$ cat config.mk
export PLATFORM = sky130hd
export DESIGN_NAME = midi_voice_alloc
export DESIGN_NICKNAME = d
export VERILOG_FILES = /design/src/rtl/midi_pkg.sv /design/src/rtl/midi_free_voice_enc.sv /design/src/rtl/midi_voice_alloc.sv
export SDC_FILE = /design/constraint.sdc
export NUM_CORES = 1
export LEC_CHECK = 0
export ABC_AREA = 0
export CAP_MARGIN = 10
export CORE_ASPECT_RATIO = 1.4
export CORE_MARGIN = 5
export CORE_UTILIZATION = 44
export DETAILED_ROUTE_END_ITERATION = 10
export MAX_ROUTING_LAYER = met4
export PLACE_DENSITY = 0.85
export SETUP_SLACK_MARGIN = 0.1
export SYNTH_ARGS = -nofsm -noshare
export SYNTH_HDL_FRONTEND = slang
export SYNTH_HIERARCHICAL = 1
export SYNTH_SLANG_ARGS = --single-unit
$ cat constraint.sdc
create_clock -name clk -period 7.6 [get_ports clk]
set_clock_uncertainty 0.15 [all_clocks]
set_input_delay 0.76 -clock clk [delete_from_list [all_inputs] [get_ports clk]]
set_output_delay 0.76 -clock clk [all_outputs]
set_load 0.03 [all_outputs]
$ cat src/rtl/midi_pkg.sv
// Shared MIDI constants for the channel-message decoders and the voice allocator.
package midi_pkg;

    typedef enum logic [3:0] {
        ST_NOTE_OFF = 4'h8,
        ST_NOTE_ON  = 4'h9,
        ST_POLY_AT  = 4'hA,
        ST_CC       = 4'hB,
        ST_PROG     = 4'hC,
        ST_CHAN_AT  = 4'hD,
        ST_BEND     = 4'hE,
        ST_SYSTEM   = 4'hF
    } midi_status_e;

    localparam logic [6:0]  CC_SUSTAIN    = 7'd64;
    localparam logic [6:0]  CC_RESET_CTRL = 7'd121;
    localparam logic [6:0]  CC_ALL_OFF    = 7'd123;
    localparam logic [13:0] BEND_CENTER   = 14'h2000;

endpackage

$ cat src/rtl/midi_free_voice_enc.sv
// Lowest-index priority encoder over the free-voice mask; o_any_free flags a hit.
module midi_free_voice_enc #(
    parameter int N  = 4,
    parameter int IW = $clog2(N)
) (
    input  logic [N-1:0]  i_free,
    output logic [IW-1:0] o_idx,
    output logic          o_any_free
);

    always_comb begin
        o_idx      = '0;
        o_any_free = |i_free;
        // Scan downward so the lowest set bit is written last and wins.
        for (int i = N - 1; i >= 0; i--) begin
            if (i_free[i]) o_idx = IW'(i);
        end
    end

endmodule

$ cat src/rtl/midi_voice_alloc.sv
// Polyphonic channel-message decoder: filters by channel, allocates voices
// (retrigger > free > round-robin steal), and tracks sustain, bend and CC.
module midi_voice_alloc
    import midi_pkg::*;
#(
    parameter int VOICES = 4,
    parameter bit OMNI   = 1'b0
) (
    input  logic                  clk,
    input  logic                  rst,
    input  logic                  en,
    input  logic                  cmd_valid,
    input  logic [3:0]            chan_sel,
    input  logic [7:0]            byte1,
    input  logic [7:0]            byte2,
    input  logic [7:0]            byte3,
    output logic [VOICES-1:0]     gate,
    output logic [7*VOICES-1:0]   note_out,
    output logic [7*VOICES-1:0]   velocity_out,
    output logic [VOICES-1:0]     voice_trig,
    output logic [13:0]           bend,
    output logic [6:0]            cc_num,
    output logic [6:0]            cc_val,
    output logic                  cc_valid,
    output logic                  data_ready
);

    localparam int IW = $clog2(VOICES);

    logic [VOICES-1:0]   r_gate;
    logic [VOICES-1:0]   r_sus;
    logic [VOICES-1:0]   r_trig;
    logic [7*VOICES-1:0] r_note;
    logic [7*VOICES-1:0] r_vel;
    logic [IW-1:0]       r_steal_ptr;
    logic                r_sustain;
    logic [13:0]         r_bend;
    logic [6:0]          r_cc_num;
    logic [6:0]          r_cc_val;
    logic                r_cc_valid;
    logic                r_data_ready;

    logic [3:0]          w_status;
    logic                w_accept;
    logic                w_note_on;
    logic                w_note_off;
    logic [VOICES-1:0]   w_match_vec;
    logic                w_match_any;
    logic [IW-1:0]       w_match_idx;
    logic [IW-1:0]       w_free_idx;
    logic                w_any_free;
    logic [IW-1:0]       w_sel_idx;
    logic                w_steal;

    assign w_status   = byte1[7:4];
    assign w_accept   = cmd_valid && en && byte1[7] && (w_status != ST_SYSTEM)
                        && (OMNI || (byte1[3:0] == chan_sel));
    // Note On with zero velocity is a running-status Note Off.
    assign w_note_on  = w_accept && (w_status == ST_NOTE_ON) && (byte3[6:0] != 7'd0);
    assign w_note_off = w_accept && ((w_status == ST_NOTE_OFF) ||
                        ((w_status == ST_NOTE_ON) && (byte3[6:0] == 7'd0)));

    midi_free_voice_enc #(.N(VOICES), .IW(IW)) u_free_enc (
        .i_free     (~r_gate),
        .o_idx      (w_free_idx),
        .o_any_free (w_any_free)
    );

    always_comb begin
        w_match_vec = '0;
        w_match_idx = '0;
        for (int i = VOICES - 1; i >= 0; i--) begin
            w_match_vec[i] = r_gate[i] && (r_note[7*i +: 7] == byte2[6:0]);
            if (w_match_vec[i]) w_match_idx = IW'(i);
        end
        w_match_any = |w_match_vec;
        w_steal     = !w_match_any && !w_any_free;
        if (w_match_any)     w_sel_idx = w_match_idx;
        else if (w_any_free) w_sel_idx = w_free_idx;
        else                 w_sel_idx = r_steal_ptr;
    end

    always_ff @(posedge clk) begin
        if (rst) begin
            r_gate       <= '0;
            r_sus        <= '0;
            r_trig       <= '0;
            r_note       <= '0;
            r_vel        <= '0;
            r_steal_ptr  <= '0;
            r_sustain    <= 1'b0;
            r_bend       <= BEND_CENTER;
            r_cc_num     <= '0;
            r_cc_val     <= '0;
            r_cc_valid   <= 1'b0;
            r_data_ready <= 1'b0;
        end else begin
            r_trig       <= '0;
            r_cc_valid   <= 1'b0;
            r_data_ready <= w_accept;
            if (w_note_on) begin
                r_note[7*w_sel_idx +: 7] <= byte2[6:0];
                r_vel[7*w_sel_idx +: 7]  <= byte3[6:0];
                r_gate[w_sel_idx]        <= 1'b1;
                r_sus[w_sel_idx]         <= 1'b0;
                r_trig[w_sel_idx]        <= 1'b1;
                if (w_steal) begin
                    r_steal_ptr <= (r_steal_ptr == IW'(VOICES - 1)) ? '0 : r_steal_ptr + 1'b1;
                end
            end else if (w_note_off) begin
                // Under sustain a released voice keeps sounding until the pedal lifts.
                for (int i = 0; i < VOICES; i++) begin
                    if (w_match_vec[i]) begin
                        if (r_sustain) r_sus[i]  <= 1'b1;
                        else           r_gate[i] <= 1'b0;
                    end
                end
            end else if (w_accept && (w_status == ST_CC)) begin
                r_cc_num   <= byte2[6:0];
                r_cc_val   <= byte3[6:0];
                r_cc_valid <= 1'b1;
                if (byte2[6:0] == CC_SUSTAIN) begin
                    if (byte3[6]) begin
                        r_sustain <= 1'b1;
                    end else begin
                        r_sustain <= 1'b0;
                        r_gate    <= r_gate & ~r_sus;
                        r_sus     <= '0;
                    end
                end else if (byte2[6:0] == CC_ALL_OFF) begin
                    r_gate <= '0;
                    r_sus  <= '0;
                end else if (byte2[6:0] == CC_RESET_CTRL) begin
                    r_bend    <= BEND_CENTER;
                    r_sustain <= 1'b0;
                end
            end else if (w_accept && (w_status == ST_BEND)) begin
                r_bend <= {byte3[6:0], byte2[6:0]};
            end
        end
    end

    assign gate         = r_gate;
    assign note_out     = r_note;
    assign velocity_out = r_vel;
    assign voice_trig   = r_trig;
    assign bend         = r_bend;
    assign cc_num       = r_cc_num;
    assign cc_val       = r_cc_val;
    assign cc_valid     = r_cc_valid;
    assign data_ready   = r_data_ready;

endmodule

# Yosys cells after proc, flatten, opt, wreduce, memory -nomap -nowiden

Cells that the tools add are included.

Shifts and indexed selects: 3
Equal/unequal tests: 25
$add $sub $neg: 2
Mux-type cells: 46
Order comparisons: 2
Reduce and logical (&&, ||, !) cells: 41
$mul: 1
Bitwise logic cells: 8

Operators by type and width:

| cell                                                   | count |
|---|---|
| 2-to-1 mux 14 bit                                      | 5 |
| indexed part select 7 x 34 -> 28 bit                   | 2 |
| bitwise mux 28 bit                                     | 2 |
| AND reduction 5 bit                                    | 9 |
| 2-to-1 mux 4 bit                                       | 11 |
| negator 5 -> 34 bit                                    | 1 |
| variable shift 7 x 34 -> 28 bit (first input constant) | 1 |
| == test 7 bit                                          | 4 |
| 2-to-1 mux 2 bit                                       | 11 |
| == test 7 bit (second input constant)                  | 3 |
| == test 4 bit (second input constant)                  | 4 |
| logical AND 1 bit                                      | 16 |
| 2-to-1 mux 1 bit                                       | 16 |
| != test 3 x 2 -> 1 bit (second input constant)         | 4 |
| inverter 4 bit                                         | 3 |
| AND 4 bit                                              | 2 |
| != test 4 bit (second input constant)                  | 2 |
| OR reduction 4 bit                                     | 2 |
| logical NOT 7 bit                                      | 1 |
| nonzero test 7 bit                                     | 1 |
| != test 2 bit (second input constant)                  | 3 |
| != test 3 bit (second input constant)                  | 2 |
| AND reduction 6 bit                                    | 1 |
| multiplier 3 x 2 -> 5 bit (first input constant)       | 1 |
| 18 further kinds                                       | 21 |

Input bits: 32
Logic and storage cells: 146
Register bits: 101
Output and inout port bits: 94

# Logic depth before layout (Yosys ltp)

Gate-level depths: netlist (run 1).

Depth in word-level cells: 14
Depth in mapped cells: 13
Mapped depth without buffers: 12

# Modules after synthesis

Netlist (run 1), hierarchy kept.

By module, submodules not included:

| module              | cells each | seq. area each (um2) | instances | area each (um2) |
|---|---|---|---|---|
| midi_voice_alloc    | 461        | 2021.9               | 1         | 4300.4 |
| midi_free_voice_enc | 7          | 0.0                  | 1         | 35.0 |

# Worst setup path before layout (run 1)

No wires, ideal clock.

Path kind: input to register
From: input port byte2[2]
To: register r_note[14], in the netlist note_out[14]
Path slack: 4.220 ns
Stages: 13
Required time: 7.390 ns
Data arrival time: 3.171 ns
Path buffers: 2
Cells stage by stage: buf_2 > xnor2_1 > nand4_1 > nor2_1 > nor2_1 > a211oi_1 > inv_1 > ha_1 > nor2_1 > nand3_1 > a211oi_2 > buf_2 > a22o_1

Cells in the longest elaborated chain, start to end: 11

Ends and longest elaborated chain:

| element                                                                                        | RTL line                | source |
|---|---|---|
| start, declared                                                                                | midi_voice_alloc.sv:15  | `input logic [7:0] byte2,` |
| == test 7 bit                                                                                  | midi_voice_alloc.sv:73  | `w_match_vec[i] = r_gate[i] && (r_note[7*i +: 7] == byte2[6:0]);` |
| logical AND 1 bit                                                                              | midi_voice_alloc.sv:73  |  |
| 2-to-1 mux 2 bit (4 in series)                                                                 | midi_voice_alloc.sv:74  | `if (w_match_vec[i]) w_match_idx = IW'(i);` |
| 2-to-1 mux 2 bit                                                                               | midi_voice_alloc.sv:78  | `if (w_match_any) w_sel_idx = w_match_idx;` |
| multiplier 3 x 2 -> 5 bit                                                                      | midi_voice_alloc.sv:102 | `r_note[7*w_sel_idx +: 7] <= byte2[6:0];` |
| negator 5 -> 34 bit                                                                            | midi_voice_alloc.sv:102 |  |
| indexed part select 7 x 34 -> 28 bit / variable shift 7 x 34 -> 28 bit (equally long branches) | midi_voice_alloc.sv:102 |  |
| bitwise mux 28 bit (*)                                                                         | midi_voice_alloc.sv:102 |  |
| end signal, assigned by index                                                                  | midi_voice_alloc.sv:102 |  |
| end, declared                                                                                  | midi_voice_alloc.sv:33  | `logic [7*VOICES-1:0] r_note;` |

Every way passes the cells marked *; elsewhere a longest branch is shown, timed or not.
A chain may end at the register's enable or synchronous reset.

# Worst setup path after layout (run 1)

From: input port byte2[6]
To: register r_vel[17], in the netlist velocity_out[17]

Cells in the longest elaborated chain, start to end: 11

Ends and longest elaborated chain:

| element                                                                                        | RTL line                | source |
|---|---|---|
| == test 7 bit                                                                                  | midi_voice_alloc.sv:73  |  |
| logical AND 1 bit                                                                              | midi_voice_alloc.sv:73  |  |
| 2-to-1 mux 2 bit (4 in series)                                                                 | midi_voice_alloc.sv:74  |  |
| 2-to-1 mux 2 bit (*)                                                                           | midi_voice_alloc.sv:78  |  |
| multiplier 3 x 2 -> 5 bit (*)                                                                  | midi_voice_alloc.sv:103 | `r_vel[7*w_sel_idx +: 7] <= byte3[6:0];` |
| negator 5 -> 34 bit (*)                                                                        | midi_voice_alloc.sv:103 |  |
| indexed part select 7 x 34 -> 28 bit / variable shift 7 x 34 -> 28 bit (equally long branches) | midi_voice_alloc.sv:103 |  |
| bitwise mux 28 bit (*)                                                                         | midi_voice_alloc.sv:103 |  |
| end signal, assigned by index                                                                  | midi_voice_alloc.sv:103 |  |
| end, declared                                                                                  | midi_voice_alloc.sv:34  | `logic [7*VOICES-1:0] r_vel;` |

Marks and branches as above.

==> out/metrics.cfg, run 1 <==
[setup_path]
r2r_setup_slack_ns = 3.84
start_kind = primary input
cp_slowest_cell = a211oi_2
cp_data_arrival_time_ns = 4.84
crit_chain = clkdlybuf4s50_1 -> xnor2_1 -> nand4_1 -> nor2_1 -> nor2_1 -> a211oi_1 -> inv_1 -> ha_1 -> nor2_1 -> nand3_1 -> a211oi_2 -> a22o_2
cp.required_ns = 7.75
max_stage_delay_ns = 0.83
r2r-end = velocity_out[17]$_SDFFE_PP0P_
crit_path_end_kind = flop
critPathLaunch = byte2[6]
ff2ff_path_depth = 11
worstPathMaxFanout = 14
crit_type = primary input to flop
r2r-start = note_out[20]$_SDFFE_PP0P_
critPathMostFrequentCell = nor2_1

[cts]
htreeDepth = 3
root_buffer = clkbuf_16
cts_made_buffers = 9
post_cts_buffers = 0
cts_tree = built
path_clk_slew_ns = 0.07
worstSkewPairLatency_ns = 0.35
cts.sinks = 101
clockBufferDepth = 2
cts_hold_buf = 0
ctsResizeCount = 0

[synthesis]
synth_ff_type = dfxtp_1
ys_seq_area_share_pct = 46.6
synth_cell_types = 54
synth.cell_area_mm2 = 0.00434
syn_nets = 509
synthCells = 468
synth_top_area_share_pct = 46.6
ys_warn_count = 6
avgSynthCellArea_um2 = 9.26
synthTopCellsByCount = dfxtp_1 (101), nand2_1 (66), o21ai_0 (33), inv_1 (29), a22o_1 (26)
async_flop_share_pct = 0
ys_top_cells_by_area = dfxtp_1 (47%), nand2_1 (5.7%), a22o_1 (5.3%), xnor2_1 (5.1%), o21ai_0 (3.8%)
yosys.cell_count.top_type = dfxtp_1
yosysTopAreaCell = dfxtp_1
yosys_register_bits = 101
synth_edf_count = 0

[status]
outcome = completed

[finish]
syn_to_final_growth_pct = 36.5
drive_gt1_share_pct = 8.40
final_net_count = 619
diodes = 0
final_area_mm2 = 0.00592

[global_route]
grt_max_degree = 34
gr-total-overflow = 0
grtUsageTotal_pct = 22.9
grt_pass1_vias = 4128
grt_pass1_wl_mm = 20.9
antenna_found_initial = 0

[route]
drc = 0
vias = 4062
drt_iter0_drc = 313
first_pass_iters = 5
ant_nets = 0
vias_per_cell = 5.66
drt_wl_total_mm = 13.5
wire_per_inst_um = 18.9

[floorplanning]
placementRows = 43
dieHeight_um = 127
dieArea_mm2 = 0.0120
coreArea_mm2 = 0.00979
die_w_um = 93.9
pin_count = 126
initial_core_util_pct = 44.3

[timing]
slew_headroom_pct = 30.8
report.final.slew_viol_count = 0
rsz0062_at_grt = no
setup_viol = 0
period_share_pct = 61.7
worst-slew-pin-transition_ns = 1.03
tns_ns = 0
period_needed_ns = 4.69
fmax_mhz = 213
hold_viol = 0

[job]
maxCapViolCount = 0

[placed_design]
gp_congestion = 0.953
place_area_mm2 = 0.00561
portBuffers = 123
hpwlAfterDp_mm = 9.65

[min_path]
hold_end = velocity_out[24]$_SDFFE_PP0P_
whs_path_depth = 2
hold_path.startpoint = velocity_out[24]$_SDFFE_PP0P_
hp-class = flop to flop

[pwr]
leakagePower_nw = 2.14
peakVddDrop_uv = 141
power.density_mw_per_mm2 = 180

## worst max-delay path, delay by kind of cell
kind	cells	cell delay, ns
AO/OA/AOI/OAI	3	1.65
buffers and inverters	2	0.96
AND/OR/NAND/NOR	5	0.78
XOR/XNOR	1	0.34
adder cells (fa/ha/maj)	1	0.32
## area by class of cell
type                       instances  area (µm²)
fill                             847        3870
multi-input combinational        312        2070
sequential                       101        2020
timing repair buffer             125        1250
clock buffer                       9         225
tap                              135         169
inverter                          29         109
clock inverter                     7        81.3
## how the worst max path moves through the flow
| stage | end | cells after the start | slack, ns |
|---|---|---|---|
| after global placement | velocity_out[17]$_SDFFE_PP0P_ | 12 | 2.78 |
| after floorplan | note_out[14]$_SDFFE_PP0P_ | 13 | 4.22 |
| after detailed placement | velocity_out[17]$_SDFFE_PP0P_ | 12 | 2.64 |
| after CTS | velocity_out[17]$_SDFFE_PP0P_ | 12 | 2.96 |
| after global routing | velocity_out[17]$_SDFFE_PP0P_ | 12 | 2.58 |
| final | velocity_out[17]$_SDFFE_PP0P_ | 12 | 2.91 |
## sequential cells by signal (all words and copies together), names as in the netlist, 4 cells and up
signal and flops:
bend 14, voice_trig 4, note_out 28, r_sus 4, gate 4, cc_num 7, velocity_out 28, cc_val 7
## metal layers
metal  up-vias  GRT usage [%]  routed length (µm)
met5         -              -                   0
met4         0           13.7                 570
met3        54           4.36                 797
met2       194           38.6                7030
met1      1945           24.7                5140
li1       1869              -                   -
## power breakdown
group / internal, W / switching [W]
Sequential: 0.000529 / 0.000000147
Combinational: 0.0000240 / 0.0000395
Clock: 0.000260 / 0.000212
Total: 0.000813 / 0.000252
## logic make-up after synthesis
kind of cell | Yosys count | share of synthesized area, %
mux | 2 | 0.462
fa+ha+maj | 9 | 2.60
simple gates | 143 | 16.0
compound gates | 126 | 22.1
flops | 101 | 46.6
xor+xnor | 32 | 6.46
buf+inv | 55 | 5.71
## cell usage in the layout (no fill, tap or decap), drive strengths merged, types with 7 or more instances in the layout
master and instances:
dfxtp 101, ha 9, clkdlybuf4s50 123, o221a 13, xnor2 25, clkbuf 9, o21ai 35, nor2 24
xor2 7, nand4 10, inv 32, nand2 67, a22o 28, a21oi 26, nand3 7
## metrics by stage
stage	total power, W	hold WS (ns)	worst slack (ns)	std cells	util [%]
global placement	0.000602	0.289	2.78	702	57.3
detailed placement	0.000603	0.293	2.64	702	57.3
global route	0.00109	0.330	2.58	718	60.4
CTS	0.00107	0.308	2.96	718	60.4
finish	0.00106	0.298	2.91	718	60.4
floorplan	0.000573	0.304	4.22	468	-
No activity file was read; power rests on OpenSTA's default activity.
==> inputs of run 2 (changes only) <==
clock period = 4.52 ns   (was 7.6 ns; I/O delays follow)
==> out/metrics.cfg, run 2 (same netlist as run 1, synthesis figures left out) <==
[cts]
cts_hold_buf = 0  ; unchanged
worstSkewPairLatency_ns = 0.34  ; about the same
path_clk_slew_ns = 0.07  ; about the same
cts.sinks = 101  ; unchanged
cts_made_buffers = 9  ; unchanged
ctsResizeCount = 0  ; unchanged
htreeDepth = 3  ; unchanged
post_cts_buffers = 0  ; unchanged
root_buffer = clkbuf_16
clockBufferDepth = 2  ; unchanged
cts_tree = built

[pwr]
peakVddDrop_uv = 232  ; +65%
leakagePower_nw = 2.22  ; +3.7%
power.density_mw_per_mm2 = 310  ; +72%

[route]
drt_wl_total_mm = 13.3  ; -2.0%
drt_iter0_drc = 306  ; -2.2%
first_pass_iters = 6  ; +1
wire_per_inst_um = 18.2  ; -3.6%
vias = 4096  ; +0.84%
drc = 0  ; unchanged
ant_nets = 0  ; unchanged
vias_per_cell = 5.61  ; -0.82%

[setup_path]
crit_path_end_kind = flop
worstPathMaxFanout = 14  ; unchanged
ff2ff_path_depth = 12  ; +1
cp.required_ns = 4.60  ; -3.15 ns
crit_type = primary input to flop
r2r-end = note_out[26]$_SDFFE_PP0P_
r2r_setup_slack_ns = 1.19  ; -2.65 ns
cp_data_arrival_time_ns = 3.81  ; -1.03 ns
start_kind = primary input
r2r-start = gate[1]$_SDFFE_PP0P_

[finish]
drive_gt1_share_pct = 9.92  ; +1.5 points
most-common-layout-cells = clkdlybuf4s50_1 (123), dfxtp_1 (101), nand2_1 (66)
finalNonFillerCells = 730  ; +1.7%
final_common_cell = clkdlybuf4s50_1
diodes = 0  ; unchanged
syn_to_final_growth_pct = 39.4
fill_cells = 803  ; -5.2%
final_net_count = 631  ; +1.9%

[floorplanning]
initial_core_util_pct = 44.3  ; unchanged
die_w_um = 93.9  ; unchanged
dieHeight_um = 127  ; unchanged
dieArea_mm2 = 0.0120  ; unchanged
placementRows = 43  ; unchanged
coreArea_mm2 = 0.00979  ; unchanged
pin_count = 126  ; unchanged

[min_path]
whs_path_depth = 2  ; unchanged
hp-class = flop to flop
hold_path.startpoint = velocity_out[22]$_SDFFE_PP0P_
hold_end = velocity_out[22]$_SDFFE_PP0P_

[timing]
report.final.slew_viol_count = 0  ; unchanged
period_share_pct = 82.5
setup_viol = 0  ; unchanged
slew_headroom_pct = 34.7  ; +3.9 points
fin_hold_ws_ns = 0.304  ; +0.00651 ns
fmax_mhz = 268
hold_viol = 0  ; unchanged
worst-slew-pin-transition_ns = 0.980  ; -0.0540 ns
rsz0062_at_grt = no
tns_ns = 0  ; unchanged
period_needed_ns = 3.73
fin_ws_ns = 0.790  ; -2.12 ns

[placed_design]
pre_cts_slack_ns = 0.584  ; -2.05 ns
hpwlAfterDp_mm = 9.71  ; +0.60%
gp_congestion = 0.958  ; +0.52%
dp_cells = 714  ; +1.7%
portBuffers = 123  ; unchanged

[global_route]
grt_pass1_vias = 4127  ; -0.024%
grtUsageTotal_pct = 22.7  ; -0.20 points
gr-total-overflow = 0  ; unchanged
grt_max_degree = 33  ; -2.9%
antenna_found_initial = 0  ; unchanged
grt_pass1_wl_mm = 20.6  ; -1.3%

[job]
maxCapViolCount = 0  ; unchanged

[status]
outcome = completed

run 2: cell count changes in the layout (fill, tap and decap cells not counted), sizes merged:
cell and change:
clkinv -1, clkinvlp -1, bufinv +2, buf +12
clkbuf +3, inv -3
run 2: metrics by stage:
stage	instance area [µm²]	util, %	total power, W
detailed placement	5700	58.2	0.00102
finish	6040	61.7	0.00187
global route	6040	61.7	0.00192
floorplan	4340	-	0.000964
CTS	6040	61.7	0.00188
global placement	5700	58.2	0.00102
run 2: routing by layer:
metal	vias up	part of all wire, %	track usage, %
met5	-	0	-
met4	0	4.1	11.9
li1	1894	-	-
met2	208	52	39.3
met1	1952	37	24.2
met3	42	6.9	4.59
run 2: worst max-delay path: stages:
cell	delay, ns
clkdlybuf4s50_1	0.82
xnor2_1	0.18
nand4_1	0.17
o21ai_0	0.22
a21o_1	0.29
nand2_1	0.19
inv_1	0.18
ha_1	0.25
and3_1	0.17
nand4_1	0.45
o21ai_0	0.43
run 2: final cells by class:
| cell class | count | area (µm²) | share of cell area (%) |
|---|---|---|---|
| Timing Repair Buffer | 137 | 1340 | 22.1 |
| Sequential cell | 101 | 2020 | 33.5 |
| Inverter | 29 | 109 | 1.80 |
| Clock inverter | 4 | 95.1 | 1.57 |
| Multi-Input combinational cell | 312 | 2070 | 34.2 |
| Tap cell | 135 | 169 | 2.80 |
| Clock buffer | 12 | 246 | 4.08 |
run 2: worst max path at each step:
stage,startpoint,to,slack [ns],cells past startpoint
after global placement,byte2[4],velocity_out[27]$_SDFFE_PP0P_,0.72,11
final,byte2[4],note_out[26]$_SDFFE_PP0P_,0.79,11
after CTS,byte2[4],note_out[26]$_SDFFE_PP0P_,0.83,11
after floorplan,byte2[2],note_out[14]$_SDFFE_PP0P_,1.45,13
after detailed placement,byte2[4],velocity_out[27]$_SDFFE_PP0P_,0.58,11
after global routing,byte2[4],note_out[26]$_SDFFE_PP0P_,0.58,11
run 2: report_power, final:
part / internal [W] / switching [W] / total (W) / leakage (nW)
logic: 0.0000433 / 0.0000662 / 0.000109 / 1.24
clock network: 0.000555 / 0.000319 / 0.000874 / 0.167
registers: 0.000890 / 0.000000234 / 0.000890 / 0.813
total: 0.00149 / 0.000385 / 0.00187 / 2.22
